$ cat src/rtl/object_pkg.sv
// Shared definitions for the object scan renderer: object codes, screen and
// coordinate widths, FSM state encoding and the generator colour select.
package object_pkg;

  localparam int SCREEN_W = 160;
  localparam int COLOUR_W = 3;
  localparam int DIST_W   = 4;
  localparam int Y_W      = 7;
  localparam int X_W      = 8;

  typedef enum logic [1:0] {
    OBJ_NONE  = 2'd0,
    OBJ_BENCH = 2'd1,
    OBJ_TREE  = 2'd2
  } obj_t;

  typedef enum logic [2:0] {
    IDLE  = 3'd0,
    ISSUE = 3'd1,
    WAIT  = 3'd2,
    PLOT  = 3'd3,
    DONE  = 3'd4
  } state_t;

  // Code 3 is reserved and renders like OBJ_NONE.
  function automatic logic [COLOUR_W-1:0] select_colour(
    input logic [1:0]          sel,
    input logic [COLOUR_W-1:0] c_none,
    input logic [COLOUR_W-1:0] c_my,
    input logic [COLOUR_W-1:0] c_tree
  );
    case (sel)
      OBJ_BENCH: select_colour = c_my;
      OBJ_TREE:  select_colour = c_tree;
      default:   select_colour = c_none;
    endcase
  endfunction

endpackage

$ cat src/rtl/object_scan_renderer_scan_counter.sv
// Row-major y/distance walker for the object scan; wraps back to the first
// coordinate after the last one so the next scan starts clean.
module scan_counter
  import object_pkg::*;
#(
  parameter int Y_START = 60,
  parameter int Y_END   = 119
) (
  input  logic              clock,
  input  logic              reset,
  input  logic              clear,
  input  logic              advance,
  output logic [Y_W-1:0]    y,
  output logic [DIST_W-1:0] distance,
  output logic              last
);

  localparam logic [Y_W-1:0] Y_FIRST = Y_W'(Y_START);
  localparam logic [Y_W-1:0] Y_LAST  = Y_W'(Y_END);

  assign last = (y == Y_LAST) && (distance == '1);

  always_ff @(posedge clock) begin
    if (reset || clear) begin
      y        <= Y_FIRST;
      distance <= '0;
    end else if (advance) begin
      if (last) begin
        y        <= Y_FIRST;
        distance <= '0;
      end else if (distance == '1) begin
        y        <= y + 1'b1;
        distance <= '0;
      end else begin
        distance <= distance + 1'b1;
      end
    end
  end

endmodule

$ cat src/rtl/object_scan_renderer.sv
// Scans an object's bounding box through the colour generators and offers each
// visible pixel to the VGA adapter. Define TRANSPARENT_EN to drop pixels whose
// colour equals TRANSPARENT_COLOUR.
module object_scan_renderer
  import object_pkg::*;
#(
  parameter int                   Y_START            = 60,
  parameter int                   Y_END              = 119,
  parameter logic [COLOUR_W-1:0]  TRANSPARENT_COLOUR = 3'b011
) (
  input  logic                clock,
  input  logic                reset,
  input  logic                start,
  input  logic [X_W-1:0]      x_base,
  input  logic [1:0]          obj_sel,
  output logic [Y_W-1:0]      obj_y,
  output logic [DIST_W-1:0]   obj_distance,
  input  logic [COLOUR_W-1:0] colour_none,
  input  logic [COLOUR_W-1:0] colour_my,
  input  logic [COLOUR_W-1:0] colour_tree,
  output logic [X_W-1:0]      plot_x,
  output logic [Y_W-1:0]      plot_y,
  output logic [COLOUR_W-1:0] plot_colour,
  output logic                plot_valid,
  input  logic                plot_ready,
  output logic                busy,
  output logic                done
);

`ifdef TRANSPARENT_EN
  localparam bit TRANSP_EN = 1'b1;
`else
  localparam bit TRANSP_EN = 1'b0;
`endif

  localparam logic [X_W:0] X_MAX = (X_W + 1)'(SCREEN_W - 1);

  state_t              state;
  logic [X_W-1:0]      x_lat;
  logic [1:0]          sel_lat;
  logic [X_W:0]        x_sum;
  logic [COLOUR_W-1:0] sel_colour;
  logic                skip;
  logic                advance;
  logic                clear;
  logic                last;

  // Nine-bit sum so columns past the screen edge never wrap back onto it.
  assign x_sum      = {1'b0, x_lat} + {{(X_W + 1 - DIST_W){1'b0}}, obj_distance};
  assign sel_colour = select_colour(sel_lat, colour_none, colour_my, colour_tree);
  assign skip       = (x_sum > X_MAX) ||
                      (TRANSP_EN && (sel_colour == TRANSPARENT_COLOUR));
  assign advance    = ((state == WAIT) && skip) ||
                      ((state == PLOT) && plot_ready);
  assign clear      = (state == IDLE) && start;

  scan_counter #(
    .Y_START (Y_START),
    .Y_END   (Y_END)
  ) u_scan_counter (
    .clock    (clock),
    .reset    (reset),
    .clear    (clear),
    .advance  (advance),
    .y        (obj_y),
    .distance (obj_distance),
    .last     (last)
  );

  always_ff @(posedge clock) begin
    if (reset) begin
      state       <= IDLE;
      x_lat       <= '0;
      sel_lat     <= '0;
      plot_x      <= '0;
      plot_y      <= '0;
      plot_colour <= '0;
      plot_valid  <= 1'b0;
      busy        <= 1'b0;
      done        <= 1'b0;
    end else begin
      case (state)
        IDLE: begin
          if (start) begin
            x_lat   <= x_base;
            sel_lat <= obj_sel;
            busy    <= 1'b1;
            state   <= ISSUE;
          end
        end
        ISSUE: state <= WAIT;
        // Generator colour for the issued coordinate is valid during WAIT.
        WAIT: begin
          plot_colour <= sel_colour;
          if (skip) begin
            done  <= last;
            state <= last ? DONE : ISSUE;
          end else begin
            plot_x     <= x_sum[X_W-1:0];
            plot_y     <= obj_y;
            plot_valid <= 1'b1;
            state      <= PLOT;
          end
        end
        PLOT: begin
          if (plot_ready) begin
            plot_valid <= 1'b0;
            done       <= last;
            state      <= last ? DONE : ISSUE;
          end
        end
        DONE: begin
          done  <= 1'b0;
          busy  <= 1'b0;
          state <= IDLE;
        end
        default: state <= IDLE;
      endcase
    end
  end

endmodule

$ cat config.mk
export PLATFORM = sky130hd
export DESIGN_NAME = object_scan_renderer
export DESIGN_NICKNAME = d
export VERILOG_FILES = /design/src/rtl/object_pkg.sv /design/src/rtl/object_scan_renderer_scan_counter.sv /design/src/rtl/object_scan_renderer.sv
export SDC_FILE = /design/constraint.sdc
export NUM_CORES = 1
export LEC_CHECK = 0
export BUFFER_PORTS_ARGS = -buffer_cell sky130_fd_sc_hd__buf_4
export CAP_MARGIN = 10
export CORE_MARGIN = 8
export CORE_UTILIZATION = 46
export DETAILED_ROUTE_END_ITERATION = 7
export PLACE_DENSITY = 0.68
export SLEW_MARGIN = 20
export SYNTH_ARGS = -nofsm -noshare
export SYNTH_HDL_FRONTEND = slang
export SYNTH_HIERARCHICAL = 1
export SYNTH_SLANG_ARGS = --single-unit
export TNS_END_PERCENT = 50
$ cat constraint.sdc
create_clock -name clock -period 4.4 [get_ports clock]
set_input_delay 0.44 -clock clock [delete_from_list [all_inputs] [get_ports clock]]
set_output_delay 0.44 -clock clock [all_outputs]
set_load 0.005 [all_outputs]
==> summary.md, run 1 <==
- Post-DRT Antenna Nets: 0
- clk sink count: 45
- Post-Route Skew: 0.0102 ns
- cell count after synthesis: 274
- count of standard-cell rows: 25
- overall die area: 7500 µm²
- Synthesis Warnings: 6
- critical-path maximum fanout: 12
- area delta synth->final: 22.7%
- leading cell type in the layout, fill and taps excluded: sky130_fd_sc_hd__buf_4
- Leak: 1.11 nW
- cell area power density: 315 nW/µm²
- number of levels the H-tree was split into: 2
- max-capacitance violation count: 0
- arrival time at the worst endpoint: 3.93 ns
- number of buffers added to fix hold violations after cts: 0
- ys flop type: sky130_fd_sc_hd__dfxtp_1
- run status: complete, no violations
- drt wl/cell: 15.2 µm
- residual overflow from global routing: 0
- final core utilization: 59.2%
- register area: 901 µm²
- flip-flop and latch count after synthesis: 45
- Synth Cell Area: 2290 µm²
- multi-input gate area in the final layout: 1290 µm²
- required time at the worst-slack endpoint: 4.65 ns
- CTS Buf Count: 5
- deepest clock path buffer count: 2
- Antenna diodes: 0
- HPWL Detailed: 4270 µm
- smallest setup slack after layout: 0.719 ns
- launching point of the worst reg2reg path: u_scan_counter/distance[0]$_SDFFE_PP0P_
- detailed-route wire length: 5910 µm
- Worst Max-Slew Pin Slew: 0.896 ns
- per-instance average area after synthesis: 8.37 µm²
- Top Ports: 55
- number of placed cells counting well taps: 381
- period utilization: 83.7%
- filler cell count: 474
- total global-route track usage: 16.2%
- startpoint of the lowest-slack hold path: x_base[3]
- kind of critical path: reg -> reg
- Final Total Pwr: 0.887 mW
- post-route setup TNS: 0 ns
- cell area after placement: 2730 µm²
- Clk Latency, worst-skew pair: 0.31 ns
- count of vias placed by the detailed router: 2,190
- via count normalized by instance count: 5.63
- share of flip-flops with an asynchronous set or reset after synthesis: 0%
- fin crit period: 3.68 ns
- kind of cell adding the most delay to the critical path: simple AND/OR/NAND/NOR gates
- worst relative slew slack: 40.1%
- via count of the first global-routing pass: 2,139
- number of different library cells in the post-synthesis netlist: 49
- remaining design rule violation count: 0
- initial core utilization: 48.2%
- worst hold-check slack: 0.382 ns
- Post-Synthesis Net Count: 306
- CTS-repair resized insts: 0
- routability cong.: 0.836
- worst setup slack after placement: 0.720 ns
- number of buffers and inverters on the critical path: 1
- postcts setup bufs: 0
- initial detailed-routing violation count: 78
- antenna violations before repair: 0
- port bufs: 54
- layout cells sized above 1: 22.0%
- Largest stage delay, worst path: 0.63 ns
- setup repair after global routing missed its margin: false
- cell with the largest stage delay on the worst path: sky130_fd_sc_hd__or4_1
- number of pins exceeding their max-slew limit in the final report: 0
- Root Buffer: sky130_fd_sc_hd__clkbuf_8
- start point of the critical path: u_scan_counter/distance[0]$_SDFFE_PP0P_
- Highest Clock Rate: 272 MHz
- element type at the critical path end: register
- class of the worst hold path: in -> reg
- final setup violating endpoints: 0
- first-pass GRT wire length: 9940 µm
- Critical Path Source Type: register
- largest net degree at the start of global routing: 41
- Clock transition at path regs: 0.09 ns
- peak supply drop: 0.125 mV
- sequential cell area fraction in the yosys report: 39.3%
- post-layout instance count excluding filler cells: 389
- commonest cells after routing, fill and taps aside: sky130_fd_sc_hd__buf_4 (56), sky130_fd_sc_hd__dfxtp_1 (45), sky130_fd_sc_hd__nand2_1 (37)
- number of hold violations in the final report: 0
- Core Area: 4750 µm²
- detailed-router iteration count before antenna repair: 5
- TritonCTS clock tree: yes
- width of the chip: 86.6 µm
- number of enable flip-flop cells after synthesis: 0
- net count reported at finish: 353
- cell area after layout: 2820 µm²
- height of the die: 86.6 µm
- cell chain of the critical path: ha_1, inv_1, fa_1, nand2b_1, a21oi_1, o221ai_1, a21boi_0, nand4_1, or4_1, a21boi_1
==> cell usage after synthesis, types with 5 or more instances <==
| library cell | count | share of area (%) |
|---|---|---|
| sky130_fd_sc_hd__nor2_1 | 11 | 1.8 |
| sky130_fd_sc_hd__nor3_1 | 5 | 1.1 |
| sky130_fd_sc_hd__nand4_1 | 12 | 3.3 |
| sky130_fd_sc_hd__xnor2_1 | 6 | 2.3 |
| sky130_fd_sc_hd__dfxtp_1 | 45 | 39 |
| sky130_fd_sc_hd__nand3_1 | 8 | 1.7 |
| sky130_fd_sc_hd__inv_1 | 10 | 1.6 |
| sky130_fd_sc_hd__a211oi_1 | 5 | 1.6 |
| sky130_fd_sc_hd__o21ai_0 | 13 | 2.8 |
| sky130_fd_sc_hd__clkbuf_1 | 11 | 1.8 |
| sky130_fd_sc_hd__o31ai_1 | 14 | 4.6 |
| sky130_fd_sc_hd__a21oi_1 | 30 | 6.5 |
| sky130_fd_sc_hd__ha_1 | 8 | 4.4 |
| sky130_fd_sc_hd__nand2_1 | 37 | 6.1 |
| sky130_fd_sc_hd__a31oi_1 | 5 | 1.4 |
==> area by class of cell <==
| type | instances | share of cell area, % |
|---|---|---|
| multi-input combinational | 203 | 45.7 |
| sequential | 45 | 32.0 |
| timing repair buffer | 56 | 14.9 |
| tap | 67 | 2.98 |
| clock buffer | 5 | 2.44 |
| inverter | 10 | 1.33 |
| clock inverter | 3 | 0.622 |
==> worst paths after layout <==
| path | end | slack [ns] | cells after the start |
|---|---|---|---|
| max reg2reg | u_scan_counter/y[6]$_SDFFE_PP0P_ | 0.72 | 10 |
| min | x_lat[3]$_SDFFE_PP0P_ | 0.38 | 3 |
| max | u_scan_counter/y[6]$_SDFFE_PP0P_ | 0.72 | 10 |
| min reg2reg | x_lat[0]$_SDFFE_PP0P_ | 0.46 | 2 |
==> registers in the layout, summed over array words and instances (netlist names) <==
register                 flops
plot_valid                   1
done                         1
plot_colour                  3
u_scan_counter/y             7
state                        3
busy                         1
plot_y                       7
u_scan_counter/distance      4
sel_lat                      2
x_lat                        8
plot_x                       8
==> layer usage <==
layer	global-route usage [%]	routed length, µm	vias to the layer above
met3	4.91	363	7
met1	20.2	2820	1031
met4	4.38	56	0
li1	-	-	1102
met5	0	0	-
met2	26.0	2670	50
==> cells by family (layout without fill, tap and decap cells) <==
logic type      count (synthesis)  count (layout)  share of synthesized area (%)
simple gates                   92              92                           20.0
buf+inv                        26              74                           4.64
flops                          45              45                           39.3
mux                             3               3                           1.36
xor+xnor                        8               8                           3.06
compound gates                 91              91                           26.4
fa+ha+maj                       9               9                           5.24
==> worst reg2reg max path, stage by stage (launching register included) <==
cell                       delay, ns
sky130_fd_sc_hd__dfxtp_1        0.42
sky130_fd_sc_hd__ha_1           0.19
sky130_fd_sc_hd__inv_1          0.06
sky130_fd_sc_hd__fa_1           0.39
sky130_fd_sc_hd__nand2b_1       0.19
sky130_fd_sc_hd__a21oi_1        0.25
sky130_fd_sc_hd__o221ai_1       0.16
sky130_fd_sc_hd__a21boi_0       0.62
sky130_fd_sc_hd__nand4_1        0.57
sky130_fd_sc_hd__or4_1          0.63
sky130_fd_sc_hd__a21boi_1       0.15
==> power breakdown <==
group | switching [mW] | internal, mW | total (mW)
clock network | 0.147 | 0.110 | 0.256
logic | 0.101 | 0.0749 | 0.176
registers | 0.0244 | 0.431 | 0.455
No activity file was read; power rests on OpenSTA's default activity.
==> inputs of run 2 (changes only) <==
--- a/config.mk
+++ b/config.mk
@@ -5,6 +5,7 @@
 export SDC_FILE = /design/constraint.sdc
 export NUM_CORES = 1
 export LEC_CHECK = 0
+export ABC_AREA = 1
 export BUFFER_PORTS_ARGS = -buffer_cell sky130_fd_sc_hd__buf_4
 export CAP_MARGIN = 10
 export CORE_MARGIN = 8
==> constraint.sdc (replaced) <==
create_clock -name clock -period 3.7 [get_ports clock]
set_input_delay 0.37 -clock clock [delete_from_list [all_inputs] [get_ports clock]]
set_output_delay 0.37 -clock clock [all_outputs]
set_load 0.005 [all_outputs]
==> summary.md, run 2 <==
- required time at the worst-slack endpoint: 3.90 ns
- filler cell count: 504
- endpoint of the most critical setup path: u_scan_counter/y[2]$_SDFFE_PP1P_
- Clk Latency, worst-skew pair: 0.30 ns
- via count of the first global-routing pass: 2,115
- element type at the critical path end: register
- fin crit period: 2.81 ns
- Synthesis Warnings: 6
- Leak: 1.31 nW
- width of the chip: 87.1 µm
- number of placed cells counting well taps: 437
- HPWL Detailed: 4290 µm
- met1 WL: 2780 µm
- initial core utilization: 46.7%
- area delta synth->final: 22.3%
- most area-hungry cell type in the Yosys netlist: sky130_fd_sc_hd__dfxtp_1
- number of levels the H-tree was split into: 2
- top layer in use: met4
- per-instance average area after synthesis: 7.26 µm²
- worst setup slack after placement: 0.926 ns
- register area: 901 µm²
- postcts setup bufs: 0
- cell area power density: 461 nW/µm²
- largest net degree at the start of global routing: 24
- met2 layer wire length in the routed design: 2590 µm
- Critical Path Source Type: register
- layout cells sized above 1: 25.6%
- Synth Cell Area: 2320 µm²
- cell area after placement: 2760 µm²
- most common cell in the synthesized netlist: sky130_fd_sc_hd__nand2_1
- net count reported at finish: 406
- cell count after synthesis: 320
- detailed-route wire length: 5740 µm
- port bufs: 54
- max-capacitance violation count: 0
- leading cell type in the layout, fill and taps excluded: sky130_fd_sc_hd__nand2_1
- run status: complete, no violations
- period utilization: 76.0%
- ys flop type: sky130_fd_sc_hd__dfxtp_1
- CTS Buf Count: 5
- initial detailed-routing violation count: 124
- post-layout instance count excluding filler cells: 445
- Highest Clock Rate: 355 MHz
- top cells by count, synth: sky130_fd_sc_hd__nand2_1 (82), sky130_fd_sc_hd__dfxtp_1 (45), sky130_fd_sc_hd__inv_1 (39)
- TritonCTS clock tree: yes
- CTS-repair resized insts: 0
- cell area after layout: 2840 µm²
- largest registers: plot_x x8, x_lat x8
- routability cong.: 0.834
- multi-input gate area in the final layout: 1200 µm²
- detailed-router iteration count before antenna repair: 4
- remaining design rule violation count: 0
- critical register-to-register path endpoint: u_scan_counter/y[2]$_SDFFE_PP1P_
- Core Area: 4980 µm²
- number of hold violations in the final report: 0
- final core utilization: 57.1%
- launching point of the worst reg2reg path: u_scan_counter/distance[0]$_SDFFE_PP0P_
- Post-DRT Antenna Nets: 0
- start point of the critical path: u_scan_counter/distance[0]$_SDFFE_PP0P_
- worst relative slew slack: 68.2%
- Antenna diodes: 0
- first-pass GRT wire length: 9460 µm
- deepest clock path buffer count: 2
- total global-route track usage: 15.5%
- Post-Route Skew: 0.0101 ns
- Synth area leaders: sky130_fd_sc_hd__dfxtp_1 (39%), sky130_fd_sc_hd__nand2_1 (13%), sky130_fd_sc_hd__inv_1 (6.3%)
- antenna violations before repair: 0
- number of pins exceeding their max-slew limit in the final report: 0
- routed wire length on met3: 302 µm
- clk sink count: 45
- number of different library cells in the post-synthesis netlist: 32
- setup repair after global routing missed its margin: false
- sequential cell area fraction in the yosys report: 38.8%
- critical-path maximum fanout: 11
- Worst Max-Slew Pin Slew: 0.476 ns
- count of standard-cell rows: 26
- via count normalized by instance count: 4.85
- count of vias placed by the detailed router: 2,160
- cell depth of the worst flop-to-flop path: 15
- commonest cells after routing, fill and taps aside: sky130_fd_sc_hd__nand2_1 (82), sky130_fd_sc_hd__buf_4 (55), sky130_fd_sc_hd__dfxtp_1 (45)
- height of the die: 87.1 µm
- Register-to-Register Setup Slack: 0.89 ns
- Top Ports: 55
- area share of the largest cell type after synthesis: 38.8%
- post-route setup TNS: 0 ns
- kind of critical path: reg -> reg
- drt wl/cell: 12.9 µm
- Root Buffer: sky130_fd_sc_hd__clkbuf_8
- residual overflow from global routing: 0
- final setup violating endpoints: 0
- flip-flop and latch count after synthesis: 45
- smallest setup slack after layout: 0.887 ns
- peak supply drop: 0.202 mV
- Post-Synthesis Net Count: 352
- Clock transition at path regs: 0.09 ns
- arrival time at the worst endpoint: 3.01 ns
- number of enable flip-flop cells after synthesis: 0
- class of the worst hold path: in -> reg
- overall die area: 7580 µm²
- share of flip-flops with an asynchronous set or reset after synthesis: 0%
- number of buffers added to fix hold violations after cts: 0
-- run 2: cell types whose count changed in the layout (fill, tap and decap cells not counted), moves of 9 or more --
cell / previous run / this run
sky130_fd_sc_hd__a21oi_2: 0 / 10
sky130_fd_sc_hd__inv_1: 10 / 39
sky130_fd_sc_hd__nand2_1: 37 / 82
sky130_fd_sc_hd__nand2_2: 0 / 14
sky130_fd_sc_hd__nand3_1: 8 / 19
sky130_fd_sc_hd__nand4_1: 12 / 3
sky130_fd_sc_hd__nor2_1: 11 / 23
sky130_fd_sc_hd__o31ai_1: 14 / 0
-- run 2: worst min path at each step --
stage                        endpoint  slack, ns              startpoint  cells after the start
2_1_floorplan   state[2]$_SDFFE_PP0P_       0.45                   reset                      1
3_3_place_gp   plot_x[6]$_SDFFE_PP0P_       0.45  plot_x[6]$_SDFFE_PP0P_                      2
3_5_place_dp   plot_x[4]$_SDFFE_PP0P_       0.46  plot_x[4]$_SDFFE_PP0P_                      2
4_1_cts         x_lat[2]$_SDFFE_PP0P_       0.31               x_base[2]                      3
5_1_grt         x_lat[2]$_SDFFE_PP0P_       0.33               x_base[2]                      3
6_report        x_lat[3]$_SDFFE_PP0P_       0.32               x_base[3]                      3
-- run 2: metrics by stage --
stage	power (mW)	hold slack [ns]
6_report	1.31	0.317
5_1_grt	1.40	0.331
4_1_cts	1.32	0.309
3_5_place_dp	1.03	0.457
3_3_place_gp	1.02	0.453
2_1_floorplan	0.895	0.447
-- run 2: final cells by class --
cell class / instances / share of cell area (%)
timing repair buffer: 55 / 14.5
multi-input combinational: 225 / 42.1
tap: 70 / 3.08
inverter: 42 / 5.64
clock buffer: 6 / 2.55
clock inverter: 2 / 0.352
sequential: 45 / 31.7
-- run 2: report_power, final --
part / switching (mW) / internal, mW / total, mW
logic: 0.245 / 0.168 / 0.413
registers: 0.0483 / 0.552 / 0.600
clock network: 0.165 / 0.131 / 0.296
total: 0.458 / 0.851 / 1.31
-- run 2: logic make-up after synthesis --
kind of cell | Yosys count | synth area share, %
compound gates | 58 | 15.0
fa+ha+maj | 9 | 5.17
flops | 45 | 38.8
simple gates | 155 | 30.2
xor+xnor | 3 | 1.13
buf+inv | 50 | 9.69
-- run 2: worst max-delay path: stages (launching register included) --
cell	delay [ns]
sky130_fd_sc_hd__dfxtp_1	0.41
sky130_fd_sc_hd__ha_1	0.20
sky130_fd_sc_hd__inv_1	0.06
sky130_fd_sc_hd__fa_1	0.38
sky130_fd_sc_hd__inv_1	0.10
sky130_fd_sc_hd__nand3_1	0.11
sky130_fd_sc_hd__nand2_2	0.11
sky130_fd_sc_hd__nand4_1	0.16
sky130_fd_sc_hd__nand2_1	0.11
sky130_fd_sc_hd__nand2_1	0.06
sky130_fd_sc_hd__nand2_1	0.16
sky130_fd_sc_hd__nand2_2	0.09
sky130_fd_sc_hd__nor2_2	0.39
sky130_fd_sc_hd__nand2_1	0.14
sky130_fd_sc_hd__xor2_1	0.17
sky130_fd_sc_hd__nand2_1	0.06
-- run 2: per-layer routing --
metal	up-vias	GRT usage (%)
met3	6	4.53
met1	976	18.8
met2	46	25.9
li1	1132	-
met4	0	4.23
met5	-	0
